--- config.mk ---
export PLATFORM = sky130hd
export DESIGN_NAME = cv32e40p_formal_obi_responder
export DESIGN_NICKNAME = d
export VERILOG_FILES = /design/src/rtl/cv32e40p_formal_obi_responder.sv
export SDC_FILE = /design/constraint.sdc
export NUM_CORES = 1
export LEC_CHECK = 0
export CAP_MARGIN = 15
export CORE_MARGIN = 2
export CORE_UTILIZATION = 45
export DETAILED_ROUTE_END_ITERATION = 12
export GPL_TIMING_DRIVEN = 0
export PLACE_DENSITY = 0.8
export SLEW_MARGIN = 20
export SYNTH_ARGS = -nofsm -noshare
export SYNTH_HDL_FRONTEND = slang
export SYNTH_SLANG_ARGS = --single-unit
--- constraint.sdc ---
create_clock -name clk_i -period 2.8 [get_ports clk_i]
set_input_delay 0.42 -clock clk_i [delete_from_list [all_inputs] [get_ports clk_i]]
set_output_delay 0.42 -clock clk_i [all_outputs]
set_load 0.005 [all_outputs]
--- src/rtl/cv32e40p_formal_obi_responder.sv ---
// Constrained OBI responder. Free stall and data inputs supply the
// nondeterminism; bounded counters keep grant and response behaviour
// legal and fair. Master-side protocol violations are recorded in a sticky flag.
module cv32e40p_formal_obi_responder #(
  parameter int MAX_OUTSTANDING  = 2,
  parameter int GNT_MAX_DELAY    = 3,
  parameter int RVALID_MAX_DELAY = 3
) (
  input  logic        clk_i,
  input  logic        rst_i,
  input  logic        req_i,
  input  logic [31:0] addr_i,
  input  logic        we_i,
  input  logic [3:0]  be_i,
  input  logic [31:0] wdata_i,
  output logic        gnt_o,
  output logic        rvalid_o,
  output logic [31:0] rdata_o,
  input  logic        gnt_stall_i,
  input  logic        rvalid_stall_i,
  input  logic [31:0] rdata_rand_i,
  output logic [2:0]  outstanding_o,
  output logic        proto_err_o
);

  localparam int PW = (MAX_OUTSTANDING > 1) ? $clog2(MAX_OUTSTANDING) : 1;
  localparam int GW = (GNT_MAX_DELAY > 0) ? $clog2(GNT_MAX_DELAY + 1) : 1;
  localparam int RW = (RVALID_MAX_DELAY > 0) ? $clog2(RVALID_MAX_DELAY + 1) : 1;

  typedef enum logic {IDLE, PENDING} state_e;

  state_e          state_q, state_d;
  logic [31:0]     addr_q, addr_d;
  logic            we_q, we_d;
  logic [3:0]      be_q, be_d;
  logic [31:0]     wdata_q, wdata_d;
  logic            proto_err_q, proto_err_d;
  logic [GW-1:0]   gnt_cnt_q, gnt_cnt_d;
  logic [RW-1:0]   rv_cnt_q, rv_cnt_d;
  logic            fifo_q [MAX_OUTSTANDING];
  logic [PW-1:0]   wptr_q, wptr_d, rptr_q, rptr_d;
  logic [2:0]      cnt_q, cnt_d;

  logic full, empty, gnt, rvalid, push, pop, capture, check_en, viol;
  logic [31:0] wmask;

  // Pointer advance that wraps at the FIFO depth, which need not be a power of two.
  function automatic logic [PW-1:0] ptr_inc(input logic [PW-1:0] p);
    if (p == PW'(MAX_OUTSTANDING - 1)) return '0;
    else return p + PW'(1);
  endfunction

  // Expand byte enables into a bit mask.
  function automatic logic [31:0] be_mask(input logic [3:0] be);
    return {{8{be[3]}}, {8{be[2]}}, {8{be[1]}}, {8{be[0]}}};
  endfunction

  assign full  = (cnt_q == 3'(MAX_OUTSTANDING));
  assign empty = (cnt_q == 3'd0);

  // Reset gates both handshakes so nothing is granted or returned while rst_i is high.
  assign gnt    = ~rst_i & req_i & ~full &
                  (~gnt_stall_i | (gnt_cnt_q == GW'(GNT_MAX_DELAY)));
  assign rvalid = ~rst_i & ~empty &
                  (~rvalid_stall_i | (rv_cnt_q == RW'(RVALID_MAX_DELAY)));
  assign push   = req_i & gnt;
  assign pop    = rvalid;

  assign gnt_o         = gnt;
  assign rvalid_o      = rvalid;
  assign rdata_o       = (rvalid && !fifo_q[rptr_q]) ? rdata_rand_i : 32'h0;
  assign outstanding_o = cnt_q;
  assign proto_err_o   = proto_err_q;

  // Only enabled write bytes must stay stable; reads ignore wdata entirely.
  assign wmask = be_mask(be_i);
  assign viol  = ~req_i | (addr_i != addr_q) | (we_i != we_q) | (be_i != be_q) |
                 (we_i & ((wdata_i & wmask) != (wdata_q & wmask)));

  // Request FSM state register.
  always_ff @(posedge clk_i) begin
    if (rst_i) state_q <= IDLE;
    else       state_q <= state_d;
  end

  // Request FSM next state: a stalled request waits in PENDING until granted or dropped.
  always_comb begin
    state_d = state_q;
    case (state_q)
      IDLE:    if (req_i && !gnt) state_d = PENDING;
      PENDING: if (gnt || !req_i) state_d = IDLE;
      default: state_d = IDLE;
    endcase
  end

  // Request FSM outputs: when to capture the request and when to check its stability.
  always_comb begin
    capture  = 1'b0;
    check_en = 1'b0;
    case (state_q)
      IDLE:    capture  = req_i & ~gnt;
      PENDING: check_en = 1'b1;
      default: ;
    endcase
  end

  // Next-state for captured request, sticky error, fairness counters and FIFO bookkeeping.
  always_comb begin
    addr_d      = capture ? addr_i  : addr_q;
    we_d        = capture ? we_i    : we_q;
    be_d        = capture ? be_i    : be_q;
    wdata_d     = capture ? wdata_i : wdata_q;
    proto_err_d = proto_err_q | (check_en & viol);

    gnt_cnt_d = gnt_cnt_q;
    if (!req_i || gnt)                                     gnt_cnt_d = '0;
    else if (!full && gnt_cnt_q != GW'(GNT_MAX_DELAY))     gnt_cnt_d = gnt_cnt_q + GW'(1);

    rv_cnt_d = rv_cnt_q;
    if (empty || rvalid)                                   rv_cnt_d = '0;
    else if (rv_cnt_q != RW'(RVALID_MAX_DELAY))            rv_cnt_d = rv_cnt_q + RW'(1);

    wptr_d = push ? ptr_inc(wptr_q) : wptr_q;
    rptr_d = pop  ? ptr_inc(rptr_q) : rptr_q;
    cnt_d  = cnt_q;
    if (push && !pop)      cnt_d = cnt_q + 3'd1;
    else if (!push && pop) cnt_d = cnt_q - 3'd1;
  end

  // State update; reset drops every outstanding transaction.
  always_ff @(posedge clk_i) begin
    if (rst_i) begin
      addr_q      <= '0;
      we_q        <= 1'b0;
      be_q        <= '0;
      wdata_q     <= '0;
      proto_err_q <= 1'b0;
      gnt_cnt_q   <= '0;
      rv_cnt_q    <= '0;
      wptr_q      <= '0;
      rptr_q      <= '0;
      cnt_q       <= '0;
      for (int i = 0; i < MAX_OUTSTANDING; i++) fifo_q[i] <= 1'b0;
    end else begin
      assert (!(push && !pop && full));
      assert (!(pop && empty));
      addr_q      <= addr_d;
      we_q        <= we_d;
      be_q        <= be_d;
      wdata_q     <= wdata_d;
      proto_err_q <= proto_err_d;
      gnt_cnt_q   <= gnt_cnt_d;
      rv_cnt_q    <= rv_cnt_d;
      wptr_q      <= wptr_d;
      rptr_q      <= rptr_d;
      cnt_q       <= cnt_d;
      if (push) fifo_q[wptr_q] <= we_i;
    end
  end

endmodule
==> flow_summary_export.csv, run 1 <==
group,metric,value,unit
finish,nets,773,
route,vias,3917,
yosys,synth_seq_area_share,41.5,%
yosys,async_flop_share,0,%
die,coreArea,8720,um^2
yosys,synth_edf_count,2,
cts,cts_hold_buffers,0,
finish,stdcell_area,5900,um^2
yosys,yosysWarnings,0,
route,drc,0,
worst_setup_path,cp.required,2.38,ns
die,start_util,46.5,%
finish,multiInputGateArea,2200,um^2
sta,fmax,355,MHz
finish,fillers,727,
run_status,outcome,"finished with violations",
yosys,syn_area,4060,um^2
sta,hold_viol,0,
power_and_ir_drop,p_leak,2.60,nW
yosys,syn_area_per_cell,8.03,um^2
sta,setup_ws,-0.0168,ns
min_path,worstHoldPathType,"reg -> reg",
yosys,synth_area_leader_cell,"dfxtp_1",
power_and_ir_drop,peakVddDrop,0.379,mV
finish,final_cell_mix,"nand2_1 (140), clkdlybuf4s50_1 (116), dfxtp_1 (81)",
run,drv_cap,0,
yosys,ys_types,41,
sta,fin_skew,0.0110,ns
die,fp.dieH,98.9,um
die,ios,144,
worst_setup_path,cp-end-kind,"primary output",
die,fp-row-count,34,
finish,layout_commonest_cell,"nand2_1",
sta,hold_ws,0.424,ns
sta,finalSetupViolations,2,
global_route,grt.total_usage,21.7,%
die,die_area,9790,um^2
cts,cts_tree,"done",
placed_design,place_ws,-0.371,ns
sta,rsz0062_at_grt,"true",
route,routedWlPerCell,14.0,um
die,die_w,98.9,um
global_route,antenna_found_initial,0,
cts,clkSinkCount,83,
sta,final_max_slew_viol_count,0,
cts,clk_path_buf_depth,2,
cts,cts-root-buf,"clkbuf_8",
run_status,violations,"negative setup slack",
global_route,grt_max_degree,14,
finish,seq_area,1680,um^2
cts,htree_levels,3,
global_route,grt_pass1_wl,17000,um
yosys,netlist_instances,505,
finish,antenna_cells,0,
placed_design,placed_cell_area,5610,um^2
placed_design,portBuffers,142,
placed_design,place.detailed.hpwl,8400,um
yosys,syn_nets,615,
yosys,synth_top_area_share,40.0,%
route,drt-total-wl,10900,um
global_route,grt_pass1_vias,3697,
sta,worst_pin_slew,0.533,ns
yosys,synth_top_family_by_area,"simple AND/OR/NAND/NOR gates",
worst_setup_path,path_max_fanout,7,
yosys,synth_area_leaders,"dfxtp_1 (40%), nand2_1 (13%), a21oi_1 (8.8%)",
cts,insertion_delay,0.35,ns
yosys,synth_xor_area_share,13.8,%
yosys,synthFlopType,"dfxtp_1",
yosys,synth_compound_area_share,12.7,%
sta,fin_crit_sh,101,%
yosys,yosys.area_share.adder,1.42,%
route,drtPass1Iterations,4,
sta,max_slew_margin,64.4,%
global_route,overflow,0,
yosys,synth_seq_cells,83,
route,first_iter_violations,124,
yosys,muxShareOfSynthArea,0.494,%
cts,clkTransAtPathRegs,0.08,ns
sta,final.setup.tns,-0.0176,ns
finish,syn2layout_area_growth,45.5,%
power_and_ir_drop,p_per_area,499,nW/um^2
worst_setup_path,start_kind,"input port",
cts,cts_made_buffers,9,
yosys,yosys.area_share.simple,25.6,%
route,ant_nets,0,
worst_setup_path,setup.worst_path.class,"in -> out",
finish,drive_above_1_share,6.60,%
placed_design,gp_congestion,0.856,
sta,min_period,2.82,ns
worst_setup_path,cp_data_arrival_time,2.40,ns
route,via_per_inst,5.05,
## worst max-delay path, cell delays in order
cell and delay [ns]:
clkdlybuf4s50_1 0.39, nor2b_1 0.15, or3_4 0.40, a211oi_2 0.15, buf_4 0.17, buf_6 0.11, and2_1 0.12, clkdlybuf4s50_1 0.49
## layout make-up
cell class	instances	share of cell area, %
inverter	10	0.636
timing repair buffer	148	25.1
clock buffer	11	2.23
sequential	83	28.5
tap	108	2.29
multi-input combinational	383	37.2
buffer	28	2.71
clock inverter	4	1.27
## metrics by stage
step | power (mW) | util (%) | std cells
after floorplan | 1.69 | - | 505
after global routing | 3.08 | 67.7 | 775
after CTS | 2.95 | 66.9 | 771
after global placement | 2.01 | 64.4 | 755
final | 2.94 | 67.7 | 775
after detailed placement | 2.03 | 64.4 | 755
## worst paths after layout
| check | start | end | slack, ns | cells after the start |
|---|---|---|---|---|
| setup / recovery | rvalid_stall_i | rdata_o[30] | -0.02 | 8 |
| hold / removal | rv_cnt_q[0] | rv_cnt_q[0] | 0.42 | 1 |
| setup reg to reg | gnt_cnt_q[0] | outstanding_o[2] | 0.30 | 10 |
| hold reg to reg | rv_cnt_q[0] | rv_cnt_q[0] | 0.42 | 1 |
## sequential cells by signal (all words and copies together), names as in the netlist, named ones only
signal         flops
addr_q            32
wdata_q           32
be_q               4
outstanding_o      3
fifo_q             2
gnt_cnt_q          2
rv_cnt_q           2
proto_err_o        1
rptr_q             1
state_q            1
we_q               1
wptr_q             1
## power by group
group / total [mW] / internal (mW) / switching [mW] / leakage (nW)
sequential: 1.34 / 1.27 / 0.0665 / 0.685
clock: 0.926 / 0.501 / 0.425 / 0.104
combinational: 0.677 / 0.382 / 0.296 / 1.81
## per-layer routing
metal / up-vias / track usage, % / routed length (um)
li1: 1966 / - / -
met1: 1776 / 24.8 / 4310
met2: 160 / 40.2 / 5580
met3: 15 / 3.90 / 812
met4: 0 / 7.59 / 173
met5: - / 0 / 0
## cell usage after synthesis, types with 2 or more instances
cell / number
buf_2: 17
dfxtp_1: 81
and3_1: 3
edfxtp_1: 2
buf_4: 2
ha_1: 3
nor4_1: 7
inv_1: 10
and2_1: 32
a21o_1: 2
nand4_1: 11
nand2b_1: 6
o2111a_1: 2
xor2_1: 30
mux2i_1: 2
nor3_1: 3
clkbuf_1: 9
nor2_1: 9
a21oi_1: 71
nand2_1: 140
nor2b_1: 3
or3_1: 2
xnor2_1: 34
o21ai_0: 7
## repair_timing
action,4_1_cts,5_1_grt
endpoints found under the setup margin,32,18
pin swaps,2,0
buffers inserted,2,3
cloned,0,1
gates resized for setup,17,16
## cell families (layout without fill, tap and decap cells)
kind of cell | count (synthesis) | count (layout)
mux | 2 | 2
flops | 83 | 83
xor+xnor | 64 | 64
buf+inv | 39 | 201
simple gates | 222 | 222
compound gates | 91 | 91
fa+ha+maj | 4 | 4
(Power assumes the default switching activity.)
==> run 2, diff against run 1 <==
Settings changed: TNS_END_PERCENT from default to 30.
==> run 2 against run 1 <==
Utilization shrank 0.23 points. The flow still finishes with violations (negative setup slack). Clock-buffer cell count is the same. Sequential share of layout area grew 0.097 points. Maximum frequency shrank 0.25%.
==> flow_summary_export.csv, run 2 (same netlist as run 1, synthesis figures left out) <==
group,metric,value,unit
run_status,outcome,"finished with violations",
run_status,violations,"negative setup slack",
placed_design,place_ws,-0.371,ns
worst_setup_path,reg2reg_slack,0.30,ns
min_path,holdPathStages,1,
placed_design,place.detailed.hpwl,8400,um
finish,stdcell_area,5880,um^2
finish,reg.largest.list,"addr_q: 32 flops, wdata_q: 32 flops, be_q: 4 flops",
min_path,min_from,"rv_cnt_q[0]",
die,ios,144,
cts,clkSinkCount,83,
worst_setup_path,cp.required,2.38,ns
min_path,worstHoldPathType,"reg -> reg",
worst_setup_path,cp-end-kind,"primary output",
placed_design,gp_congestion,0.856,
worst_setup_path,start_kind,"input port",
finish,final_util,67.4,%
worst_setup_path,reg2reg_from,"gnt_cnt_q[0]",
sta,final_max_slew_viol_count,0,
worst_setup_path,r2r-end,"outstanding_o[2]",
route,drt-total-wl,10900,um
cts,cts-root-buf,"clkbuf_8",
route,drc,0,
global_route,grt.total_usage,21.7,%
sta,rsz0062_at_grt,"true",
power_and_ir_drop,p_leak,2.58,nW
run,drv_cap,0,
sta,hold_viol,0,
sta,fin_crit_sh,101,%
sta,hold_ws,0.424,ns
global_route,grt_pass1_wl,17000,um
sta,fmax,354,MHz
route,first_iter_violations,132,
finish,drive_above_1_share,6.17,%
sta,max_slew_margin,65.0,%
cts,cts_tree,"done",
sta,worst_pin_slew,0.525,ns
power_and_ir_drop,total_power,2.93,mW
cts,cts_hold_buffers,0,
route,vias,3889,
die,start_util,46.5,%
placed_design,portBuffers,142,
placed_design,placed_cell_area,5610,um^2
sta,fin_skew,0.0107,ns
cts,clkTransAtPathRegs,0.08,ns
finish,nets,770,
global_route,overflow,0,
cts,clk_path_buf_depth,2,
power_and_ir_drop,p_per_area,499,nW/um^2
route,via_per_inst,5.04,
sta,setup_ws,-0.0240,ns
cts,cts_made_buffers,9,
route,ant_nets,0,
worst_setup_path,cp_data_arrival_time,2.40,ns
die,fp-row-count,34,
cts,insertion_delay,0.35,ns
worst_setup_path,setup.worst_path.class,"in -> out",
global_route,grt_max_degree,14,
route,drtPass1Iterations,4,
sta,min_period,2.82,ns
global_route,grt_pass1_vias,3694,
die,coreArea,8720,um^2
die,die_w,98.9,um
worst_setup_path,path_max_fanout,10,
route,routedWlPerCell,14.1,um
finish,final_cell_mix,"nand2_1 (140), clkdlybuf4s50_1 (116), dfxtp_1 (81)",
worst_setup_path,reg2regPathDepth,10,
finish,layout_commonest_cell,"nand2_1",
cts,htree_levels,3,
min_path,hold_end,"rv_cnt_q[0]",
global_route,antenna_found_initial,0,
finish,antenna_cells,0,
die,die_area,9790,um^2
sta,finalSetupViolations,4,
finish,syn2layout_area_growth,45.0,%
power_and_ir_drop,peakVddDrop,0.377,mV
die,fp.dieH,98.9,um
## run 2: changes by cell type in the layout (fill, tap and decap cells not counted), sizes merged
cell | previous run | this run
buf | 26 | 23
## run 2: final cells by class
cell class                 instances  area, um^2
buffer                            28         160
clock buffer                      11         131
clock inverter                     4        75.1
fill                             733        2840
inverter                          10        37.5
multi-input combinational        383        2200
sequential                        83        1680
tap                              108         135
timing repair buffer             145        1460
## run 2: how the worst max path moves through the flow
stage	startpoint	end	slack (ns)
after floorplan	rst_i	outstanding_o[2]	0.44
after global placement	rvalid_stall_i	rdata_o[14]	-0.33
after detailed placement	rvalid_stall_i	rdata_o[4]	-0.37
after CTS	rvalid_stall_i	rdata_o[7]	-0.06
after global routing	rvalid_stall_i	rdata_o[1]	-0.09
final	rvalid_stall_i	rdata_o[30]	-0.02
## run 2: power by group
part	total, mW	switching (mW)	internal (mW)
logic	0.671	0.294	0.377
clock network	0.924	0.423	0.501
registers	1.34	0.0665	1.27
## run 2: repair_timing
item / 4_1_cts / 5_1_grt
setup endpoints to repair: 32 / 18
resized for setup: 17 / 16
buffers inserted: 2 / 1
pin swaps: 2 / 0
## run 2: per-stage QoR
stage	TNS, ns	cells
detailed placement	-10.79	755
finish	-0.0446	772
CTS	-0.870	771
global placement	-9.40	755
global route	-0.338	772
floorplan	0	505
## run 2: worst max-delay path: stages
cell and delay (ns):
clkdlybuf4s50_1 0.39, nor2b_1 0.15, or3_4 0.40, a211oi_2 0.15, buf_4 0.16, buf_6 0.12, and2_1 0.13, clkdlybuf4s50_1 0.49
## run 2: routing by layer
layer  routed length, um  GRT usage, %  vias up
met5                   0             0        -
met4                 173          7.59        0
met3                 762          3.90       15
met2                5550          40.2      145
met1                4370          24.8     1767
li1                    -             -     1962
==> run 3, diff against run 2 <==
Settings changed: REMOVE_ABC_BUFFERS from default to 1.
==> run 3 against run 2 <==
The run still ends with negative setup slack left. Worst hold slack is essentially flat. Sequential power is essentially flat. Largest power group unchanged. Register-to-register slack worse by 0.23 ns. Wire length decreased by 6.5%. Worst setup slack got worse by 0.057 ns.
==> flow_summary_export.csv, run 3 (same netlist as run 1, synthesis figures left out) <==
group,metric,value,unit
cts,clk_path_buf_depth,2,
global_route,grt.total_usage,21.0,%
run_status,outcome,"finished with violations",
finish,multiInputGateArea,2230,um^2
cts,cts_tree,"done",
placed_design,portBuffers,143,
worst_setup_path,path_max_fanout,8,
finish,seq_area,1680,um^2
finish,antenna_cells,0,
route,via_per_inst,5.04,
sta,final.setup.tns,-1.25,ns
worst_setup_path,cp_data_arrival_time,2.46,ns
cts,cts-root-buf,"clkbuf_8",
sta,final_max_slew_viol_count,0,
power_and_ir_drop,p_per_area,496,nW/um^2
finish,final_cell_mix,"clkdlybuf4s50_1 (142), nand2_1 (140), dfxtp_1 (81)",
finish,final_util,66.9,%
run_status,violations,"negative setup slack",
die,die_w,98.9,um
die,die_area,9790,um^2
global_route,overflow,0,
worst_setup_path,cp-end-kind,"primary output",
route,ant_nets,0,
sta,finalSetupViolations,31,
worst_setup_path,reg2regPathDepth,9,
sta,min_period,2.88,ns
cts,insertion_delay,0.36,ns
die,fp.dieH,98.9,um
worst_setup_path,cp.required,2.38,ns
route,first_iter_violations,89,
power_and_ir_drop,peakVddDrop,0.337,mV
worst_setup_path,start_kind,"input port",
sta,hold_ws,0.425,ns
sta,fin_skew,0.0138,ns
placed_design,gp_congestion,0.833,
route,drc,0,
finish,syn2layout_area_growth,43.7,%
min_path,worstHoldPathType,"reg -> reg",
global_route,grt_pass1_vias,3679,
sta,setup_ws,-0.0809,ns
worst_setup_path,r2r-end,"outstanding_o[2]",
route,drt-total-wl,10100,um
sta,rsz0062_at_grt,"true",
sta,worst_pin_slew,0.809,ns
cts,cts_hold_buffers,0,
route,routedWlPerCell,13.4,um
placed_design,place.detailed.hpwl,7340,um
global_route,antenna_found_initial,0,
route,vias,3807,
finish,drive_above_1_share,5.10,%
finish,reg.largest.list,"addr_q: 32 flops, wdata_q: 32 flops, be_q: 4 flops",
worst_setup_path,critical_path.endpoint,"rdata_o[1]",
global_route,grt_max_degree,46,
die,ios,144,
finish,fillers,690,
sta,fin_crit_sh,103,%
cts,clkTransAtPathRegs,0.09,ns
worst_setup_path,setup.worst_path.class,"in -> out",
die,fp-row-count,34,
power_and_ir_drop,total_power,2.89,mW
finish,stdcell_area,5830,um^2
route,drtPass1Iterations,6,
sta,fmax,347,MHz
die,coreArea,8720,um^2
worst_setup_path,reg2reg_slack,0.07,ns
worst_setup_path,startpoint,"rvalid_stall_i",
placed_design,placed_cell_area,5570,um^2
power_and_ir_drop,p_leak,2.22,nW
finish,nets,752,
cts,cts_made_buffers,9,
die,start_util,46.5,%
cts,htree_levels,3,
cts,clkSinkCount,83,
sta,hold_viol,0,
global_route,grt_pass1_wl,16800,um
run,drv_cap,0,
finish,layout_commonest_cell,"clkdlybuf4s50_1",
sta,max_slew_margin,46.1,%
worst_setup_path,reg2reg_from,"gnt_cnt_q[1]",
## run 3: where the power goes
part / internal, mW / switching [mW]
Clock: 0.437 / 0.431
Sequential: 1.27 / 0.0717
Combinational: 0.388 / 0.290
Total: 2.10 / 0.792
## run 3: metrics by stage
step,setup slack [ns],instances
after CTS,-0.0411,755
after global routing,-0.171,755
after global placement,-3.19,727
after detailed placement,-0.893,733
after floorplan,0.0944,476
final,-0.0809,755
## run 3: worst min-delay path by stage
| stage | cells after the start | slack [ns] | endpoint | startpoint |
|---|---|---|---|---|
| global route | 1 | 0.44 | rv_cnt_q[0] | rv_cnt_q[0] |
| floorplan | 1 | 0.40 | rv_cnt_q[0] | rv_cnt_q[0] |
| finish | 1 | 0.42 | rv_cnt_q[0] | rv_cnt_q[0] |
| CTS | 1 | 0.43 | rv_cnt_q[0] | rv_cnt_q[0] |
| detailed placement | 1 | 0.42 | rv_cnt_q[0] | rv_cnt_q[0] |
| global placement | 1 | 0.41 | rv_cnt_q[0] | rv_cnt_q[0] |
## run 3: worst max-delay path: stages
cell             delay (ns)
clkdlybuf4s50_1        0.40
nor2b_1                0.15
or3_4                  0.42
a211oi_4               0.24
buf_4                  0.17
and2_1                 0.15
clkdlybuf4s50_1        0.51
## run 3: timing repair
action | 4_1_cts | 5_1_grt
endpoints found under the setup margin | 32 | 33
cloned | 1 | 0
setup buffers | 5 | 0
resized for setup | 3 | 0
pin swaps | 2 | 0
## run 3: layout make-up
class	count	share of cell area, %
repair buffers	154	26.7
clock inverters	4	0.837
clock buffers	12	2.49
flip-flops and latches	83	28.8
inverters	10	0.644
multi-input cells	384	38.2
well taps	108	2.32
## run 3: metal layers
layer / track usage, % / up-vias / wire, um
li1: - / 1933 / -
met1: 23.6 / 1716 / 4010
met2: 38.5 / 147 / 5200
met3: 5.25 / 11 / 822
met4: 6.74 / 0 / 106
met5: 0 / - / 0
